==> src/rtl/reorder_buffer.sv <==
// reorder_buffer
//   Circular reorder buffer. Allocates tags (1..ROB_SIZE) at decode, captures
//   results from the RS and LSB common data buses, answers operand-readiness
//   queries combinationally, and retires one entry per cycle in program order.
//   A retiring entry that carries a branch mispredict raises flush and wipes
//   the whole buffer.
//
// Ports
//   clk, rst_in (sync, active-high), rdy_in (0 freezes all state)
//   dec2rob_en/dec_rd           : allocate one entry; newTag/isFull report tail/full
//   dep1/2, rf_val1/2           : operand query; label1/2, ready1/2, res1/2 answer it
//   rs_cdb_*                    : ALU write-back, including branch outcome
//   lsb_cdb_*                   : load/store write-back
//   commit_en/lab/val/rd        : registered retire broadcast (one-cycle pulse)
//   flush/flush_pc              : registered redirect on mispredicted branch
module reorder_buffer #(
    parameter int ROB_SIZE     = 8,
    parameter int ROB_ID_WIDTH = 4,
    parameter int VAL_WIDTH    = 32,
    parameter int ADDR_WIDTH   = 32
) (
    input  logic                    clk,
    input  logic                    rst_in,
    input  logic                    rdy_in,
    input  logic                    dec2rob_en,
    input  logic [4:0]              dec_rd,
    output logic [ROB_ID_WIDTH-1:0] newTag,
    output logic                    isFull,
    input  logic [ROB_ID_WIDTH-1:0] dep1,
    input  logic [ROB_ID_WIDTH-1:0] dep2,
    input  logic [VAL_WIDTH-1:0]    rf_val1,
    input  logic [VAL_WIDTH-1:0]    rf_val2,
    output logic [ROB_ID_WIDTH-1:0] label1,
    output logic [ROB_ID_WIDTH-1:0] label2,
    output logic                    ready1,
    output logic                    ready2,
    output logic [VAL_WIDTH-1:0]    res1,
    output logic [VAL_WIDTH-1:0]    res2,
    input  logic                    rs_cdb_en,
    input  logic [ROB_ID_WIDTH-1:0] rs_cdb2lab,
    input  logic [VAL_WIDTH-1:0]    rs_cdb2val,
    input  logic                    rs_cdb_mispredict,
    input  logic [ADDR_WIDTH-1:0]   rs_cdb_newpc,
    input  logic                    lsb_cdb_en,
    input  logic [ROB_ID_WIDTH-1:0] lsb_cdb2lab,
    input  logic [VAL_WIDTH-1:0]    lsb_cdb2val,
    output logic                    commit_en,
    output logic [ROB_ID_WIDTH-1:0] commit_lab,
    output logic [VAL_WIDTH-1:0]    commit_val,
    output logic [4:0]              commit_rd,
    output logic                    flush,
    output logic [ADDR_WIDTH-1:0]   flush_pc
);
    localparam int IDX_W = $clog2(ROB_SIZE);
    localparam int PTR_W = IDX_W + 1;

    typedef struct packed {
        logic                  busy;
        logic                  ready;
        logic [VAL_WIDTH-1:0]  value;
        logic [4:0]            rd;
        logic                  mispredict;
        logic [ADDR_WIDTH-1:0] newpc;
    } entry_t;

    entry_t                  entries_q [ROB_SIZE];
    entry_t                  entries_d [ROB_SIZE];
    logic [PTR_W-1:0]        head_q, head_d, tail_q, tail_d, count_q, count_d;
    logic                    commit_en_q, commit_en_d, flush_q, flush_d;
    logic [ROB_ID_WIDTH-1:0] commit_lab_q, commit_lab_d;
    logic [VAL_WIDTH-1:0]    commit_val_q, commit_val_d;
    logic [4:0]              commit_rd_q, commit_rd_d;
    logic [ADDR_WIDTH-1:0]   flush_pc_q, flush_pc_d;

    logic [IDX_W-1:0]        head_idx, tail_idx;
    logic                    do_commit, do_alloc;

    // Entry i holds tag i+1; tag 0 is reserved for "no dependency".
    function automatic logic [ROB_ID_WIDTH-1:0] tag_of(input int i);
        return ROB_ID_WIDTH'(i + 1);
    endfunction

    function automatic logic [PTR_W-1:0] ptr_inc(input logic [PTR_W-1:0] p);
        return (p == PTR_W'(ROB_SIZE - 1)) ? '0 : p + 1'b1;
    endfunction

    // Operand lookup: {ready, value}. Live CDB traffic bypasses stored state,
    // RS CDB taking priority over LSB CDB.
    function automatic logic [VAL_WIDTH:0] lookup(input logic [ROB_ID_WIDTH-1:0] dep,
                                                  input logic [VAL_WIDTH-1:0]    rf_val);
        logic [VAL_WIDTH:0] r;
        r = {1'b0, rf_val};
        if (dep != '0) begin
            r = '0;
            if (rs_cdb_en && rs_cdb2lab == dep) begin
                r = {1'b1, rs_cdb2val};
            end else if (lsb_cdb_en && lsb_cdb2lab == dep) begin
                r = {1'b1, lsb_cdb2val};
            end else begin
                for (int i = 0; i < ROB_SIZE; i++) begin
                    if (dep == tag_of(i) && entries_q[i].ready) begin
                        r = {1'b1, entries_q[i].value};
                    end
                end
            end
        end
        return r;
    endfunction

    assign head_idx = head_q[IDX_W-1:0];
    assign tail_idx = tail_q[IDX_W-1:0];
    assign isFull   = (count_q == PTR_W'(ROB_SIZE));
    assign newTag   = ROB_ID_WIDTH'(tail_q) + ROB_ID_WIDTH'(1);
    assign label1   = dep1;
    assign label2   = dep2;

    always_comb begin
        {ready1, res1} = lookup(dep1, rf_val1);
        {ready2, res2} = lookup(dep2, rf_val2);
    end

    // Pulses are also masked combinationally so a stall hides a pending one.
    assign commit_en  = commit_en_q & rdy_in;
    assign flush      = flush_q & rdy_in;
    assign commit_lab = commit_lab_q;
    assign commit_val = commit_val_q;
    assign commit_rd  = commit_rd_q;
    assign flush_pc   = flush_pc_q;

    always_comb begin
        // NOTE: every variable gets a default here so no path leaves it unassigned (no latches).
        entries_d    = entries_q;
        head_d       = head_q;
        tail_d       = tail_q;
        count_d      = count_q;
        commit_en_d  = 1'b0;
        flush_d      = 1'b0;
        commit_lab_d = commit_lab_q;
        commit_val_d = commit_val_q;
        commit_rd_d  = commit_rd_q;
        flush_pc_d   = flush_pc_q;
        do_commit    = 1'b0;
        do_alloc     = 1'b0;

        if (rdy_in) begin
            // Write-back only touches entries that were busy before this edge.
            for (int i = 0; i < ROB_SIZE; i++) begin
                if (entries_q[i].busy) begin
                    if (rs_cdb_en && rs_cdb2lab == tag_of(i)) begin
                        entries_d[i].ready      = 1'b1;
                        entries_d[i].value      = rs_cdb2val;
                        entries_d[i].mispredict = rs_cdb_mispredict;
                        entries_d[i].newpc      = rs_cdb_newpc;
                    end else if (lsb_cdb_en && lsb_cdb2lab == tag_of(i)) begin
                        entries_d[i].ready = 1'b1;
                        entries_d[i].value = lsb_cdb2val;
                    end
                end
            end

            do_commit = entries_q[head_idx].busy && entries_q[head_idx].ready;
            do_alloc  = dec2rob_en && !isFull;

            if (do_commit) begin
                commit_en_d         = 1'b1;
                commit_lab_d        = ROB_ID_WIDTH'(head_q) + ROB_ID_WIDTH'(1);
                commit_val_d        = entries_q[head_idx].value;
                commit_rd_d         = entries_q[head_idx].rd;
                entries_d[head_idx] = '0;
                head_d              = ptr_inc(head_q);
            end

            if (do_commit && entries_q[head_idx].mispredict) begin
                // Wrong-path work is discarded, including a same-cycle allocate.
                flush_d    = 1'b1;
                flush_pc_d = entries_q[head_idx].newpc;
                for (int i = 0; i < ROB_SIZE; i++) begin
                    entries_d[i] = '0;
                end
                head_d  = '0;
                tail_d  = '0;
                count_d = '0;
            end else begin
                if (do_alloc) begin
                    entries_d[tail_idx]      = '0;
                    entries_d[tail_idx].busy = 1'b1;
                    entries_d[tail_idx].rd   = dec_rd;
                    tail_d                   = ptr_inc(tail_q);
                end
                if (do_alloc && !do_commit) begin
                    count_d = count_q + 1'b1;
                end else if (do_commit && !do_alloc) begin
                    count_d = count_q - 1'b1;
                end
            end
        end
    end

    // NOTE: sequential state uses non-blocking assignments only, so all flops update together.
    always_ff @(posedge clk) begin
        if (rst_in) begin
            // NOTE: the entry array is reset because busy/ready must start clear; it is small.
            for (int i = 0; i < ROB_SIZE; i++) begin
                entries_q[i] <= '0;
            end
            head_q       <= '0;
            tail_q       <= '0;
            count_q      <= '0;
            commit_en_q  <= 1'b0;
            flush_q      <= 1'b0;
            commit_lab_q <= '0;
            commit_val_q <= '0;
            commit_rd_q  <= '0;
            flush_pc_q   <= '0;
        end else begin
            entries_q    <= entries_d;
            head_q       <= head_d;
            tail_q       <= tail_d;
            count_q      <= count_d;
            commit_en_q  <= commit_en_d;
            flush_q      <= flush_d;
            commit_lab_q <= commit_lab_d;
            commit_val_q <= commit_val_d;
            commit_rd_q  <= commit_rd_d;
            flush_pc_q   <= flush_pc_d;
        end
    end
endmodule

==> config.mk <==
export PLATFORM = sky130hd
export DESIGN_NAME = reorder_buffer
export DESIGN_NICKNAME = d
export VERILOG_FILES = /design/src/rtl/reorder_buffer.sv
export SDC_FILE = /design/constraint.sdc
export NUM_CORES = 2
export LEC_CHECK = 0
export ABC_AREA = 1
export CAP_MARGIN = 25
export CELL_PAD_IN_SITES_DETAIL_PLACEMENT = 1
export CELL_PAD_IN_SITES_GLOBAL_PLACEMENT = 2
export CORE_ASPECT_RATIO = 2
export CORE_MARGIN = 8
export CORE_UTILIZATION = 34
export CTS_CLUSTER_SIZE = 20
export DETAILED_ROUTE_END_ITERATION = 8
export PLACE_DENSITY = 0.88
export SLEW_MARGIN = 10
export SYNTH_ARGS = -nofsm -noshare
export SYNTH_HDL_FRONTEND = slang
export SYNTH_SLANG_ARGS = --single-unit
==> constraint.sdc <==
create_clock -name clk -period 5.9 [get_ports clk]
set_input_delay 1.18 -clock clk [delete_from_list [all_inputs] [get_ports clk]]
set_output_delay 1.18 -clock clk [all_outputs]
set_load 0.05 [all_outputs]
==> flow_summary.rst <==
.. list-table::
   :header-rows: 1

   * - Metric
     - Value
   * - Type of the setup path with the least slack
     - in -> out
   * - I/O pin count
     - 342
   * - Data required time at the worst endpoint
     - 4.72 ns
   * - Root buf cell
     - clkbuf_16
   * - CTS Sinks
     - 663
   * - Clock skew
     - approximately 0.039 ns
   * - Clk buf depth
     - 3
   * - Hold Slack
     - 0.4651 ns
   * - Crit path time final
     - roughly 5.5 ns
   * - Instance area after placement
     - 46610 um^2
   * - Number of input and output port buffers inserted
     - 341
   * - Post-synth cell types
     - 47
   * - Layout overhead on the synthesized area
     - 17.07%
   * - First-pass GRT wire length
     - 357500 um
   * - Largest net degree at the start of global routing
     - 197
   * - TritonCTS clock tree
     - yes
   * - HPWL after DPL
     - 155800 um
   * - Vertical die dimension
     - 512.7 um
   * - TritonCTS buffer count
     - 71
   * - Row count
     - 182
   * - Worst EP arrival
     - 4.33 ns
   * - Worst setup EP type
     - primary output
   * - First-pass iteration count of the detailed router
     - 6
   * - Starting DRT DRC Count
     - just over 5k
   * - Power per cell area
     - 215.7 nW/um^2
   * - Result of the run
     - completed
   * - Ys flop type
     - dfxtp_1
   * - Total global-route track usage
     - between 30% and 40%
   * - Via count of the first global-routing pass
     - 54.12k
   * - Syn_area_per_cell
     - 5.996 um^2
   * - Max-cap viol count
     - 0
   * - Horiz. Die Dim
     - roughly 260 um
   * - Final-report max-slew violation count
     - 0
   * - Design Area, Final
     - between 40000 and 50000 um^2
   * - Total wire length
     - 246200 um
   * - Number of warnings issued by yosys
     - 0
   * - Post-CTS Setup Bufs
     - 0
   * - Rel. slew slack
     - 18.00%
   * - Maximum clock rate
     - 181.5 MHz
   * - Overflow left after global routing
     - 0
   * - Slew at the pin closest to its max-slew limit
     - approximately 1.2 ns
   * - Total Die Area
     - 135500 um^2
   * - Final Hold Violating Endpoints
     - 0
   * - Post-synth EDFFs
     - 0
   * - Count of nets after finishing
     - 7179
   * - Netlist area before placement
     - roughly 42000 um^2
   * - Setup TNS after final layout
     - 0 ns
   * - Drt wl/cell
     - 28.59 um
   * - Number of antenna violations at the first check in global routing
     - 6
   * - RSZ-0062 raised after global routing
     - no
   * - Number of vias per cell after detailed routing
     - between 6 and 7
   * - Clock edge transition at the registers on the reported setup and hold paths
     - 0.06 ns
   * - Kind of start point of the critical path
     - input pin
   * - Effective utilization at floorplan
     - 34.16%
   * - Synthesized instance count
     - ~7.0k
   * - Reported leakage power
     - approximately 18 nW
   * - Source-to-sink clock delay at the later pin of the worst-skew pair
     - 0.70 ns
   * - Placer's final routability congestion estimate
     - just over 1
   * - Count of hold-fix buffers inserted at cts
     - 0
   * - Hold/Removal Path Class
     - reg -> reg
   * - Share of layout cells above drive strength 1
     - between 6 and 7%
   * - Worst-case vdd ir drop
     - about 220 uV
   * - Post-cts repair resize count
     - 0
   * - Period utilization
     - 93.38%
   * - Number of design rule violations left after detail routing
     - 0
   * - Routed Antenna Nets
     - 0
   * - Share of flip-flops with an asynchronous set or reset after synthesis
     - 0%
   * - Peak fanout along the critical path
     - 8
   * - Share of synthesized area occupied by flip-flops and latches
     - 31.65%
   * - Total via count in the routed design
     - 53.07k
   * - Number of nets produced by synthesis
     - 7187
   * - Core area
     - 122700 um^2
   * - Endpoints failing setup
     - 0
   * - Total of flip-flops plus latches after synthesis
     - 663
   * - CTS H-Tree Depth
     - 3
-- power breakdown --
| part | switching, W | internal, W |
|---|---|---|
| sequential | 0.0000135 | 0.00448 |
| combinational | 0.000844 | 0.000298 |
| clock | 0.00217 | 0.00279 |
| total | 0.00302 | 0.00757 |
-- synth_stat cells, drive strengths merged, types with 41 or more instances --
master | n | area (um^2)
a21oi | 760 | 3841
a22oi | 51 | 382.9
buf | 173 | 1060
clkbuf | 411 | 1543
dfxtp | 663 | 13270
inv | 376 | 1414
nand2 | 2801 | 10540
nand3 | 347 | 1802
nand4 | 124 | 775.7
nor2 | 346 | 1381
o211ai | 148 | 1111
o21ai | 458 | 2292
o221ai | 91 | 797.0
o22ai | 41 | 256.5
-- flip-flops by register name, indices dropped and copies added, names as in the netlist --
register     count
commit_en_q      1
entries_q      576
commit_rd        5
flush_q          1
flush_pc        32
count_q          4
head_q           4
commit_val      32
tail_q           4
commit_lab       4
-- routing by layer --
metal  global-route usage, %  vias up  share of wire [%]  routed length [um]
li1                        -    23092                  -                   -
met1                   38.07    25635                 36               88950
met2                   57.18     3080                 46              112100
met3                   8.046     1254                8.7               21370
met4                   28.27       10                9.6               23690
met5                  0.3555        -              0.035                  85
-- logic make-up (layout without fill, tap and decap cells) --
group | Yosys count | in the layout | synth area share [%]
AOI/OAI and AO/OA | 1666 | 1666 | 22.99
other | 0 | 9 | 0
xor gates and xnor gates | 8 | 8 | 0.1671
and+or+nand+nor | 3671 | 3671 | 35.25
adders and majority gates | 5 | 5 | 0.1671
buffers and inverters | 981 | 1024 | 9.766
DFF | 663 | 663 | 31.65
-- cells in the final DEF, fill, tap and decap left out, types with 20 or more instances in the layout --
cell / Yosys / layout
buf_12: 1 / 53
clkdlybuf4s50_1: 0 / 274
clkbuf_16: 0 / 73
nand2_1: 2794 / 2787
o22ai_1: 41 / 41
o211ai_1: 148 / 148
inv_1: 367 / 359
a221oi_1: 40 / 40
nand3_1: 337 / 334
a22oi_1: 51 / 51
nor2_1: 334 / 316
buf_4: 18 / 173
clkinv_1: 21 / 20
o21ai_0: 454 / 454
a31oi_1: 27 / 27
nand4_1: 124 / 124
nor3_1: 39 / 36
a21oi_1: 750 / 750
o221ai_1: 91 / 91
dfxtp_1: 663 / 660
-- stage by stage --
stage	std cells	total power [W]	util, %	setup WS [ns]
detailed placement	8475	0.005710	37.97	0.5827
finish	8610	0.01059	40.00	0.3904
global placement	8475	0.005707	37.97	0.6569
global route	8603	0.01083	39.98	0.3446
floorplan	6994	0.005174	-	1.459
CTS	8599	0.01062	39.93	0.5731
-- critical path, cell delays in order --
cell	delay, ns
clkdlybuf4s50_1	0.89
nor2_4	0.13
nand2_1	0.70
inv_1	0.26
nand2_1	0.29
nor3b_1	0.25
nand4_1	0.13
nand3_1	0.10
nand2_1	0.06
nand2_1	0.06
nand2_1	0.08
buf_12	0.16
-- worst paths after layout --
check	startpoint	to	slack [ns]	cells after the start
worst min-delay path	entries_q[137]$_SDFFE_PP0P_	entries_q[137]$_SDFFE_PP0P_	0.47	2
worst max register to register	head_q[0]$_SDFFE_PP0P_	entries_q[326]$_SDFFE_PP0P_	1.58	13
worst max-delay path	dep1[3]	res1[31]	0.39	12
worst min register to register	entries_q[137]$_SDFFE_PP0P_	entries_q[137]$_SDFFE_PP0P_	0.47	2
-- final cells by class --
| type | instances | area [um^2] |
|---|---|---|
| diodes | 9 | 22.52 |
| clock buffers | 97 | 2047 |
| clock inverters | 27 | 356.6 |
| fillers | 16163 | 73650 |
| inverters | 397 | 1506 |
| multi-input cells | 5350 | 24750 |
| flip-flops and latches | 663 | 13280 |
| well taps | 1564 | 1957 |
| repair buffers | 503 | 5172 |
(Power assumes the default switching activity.)
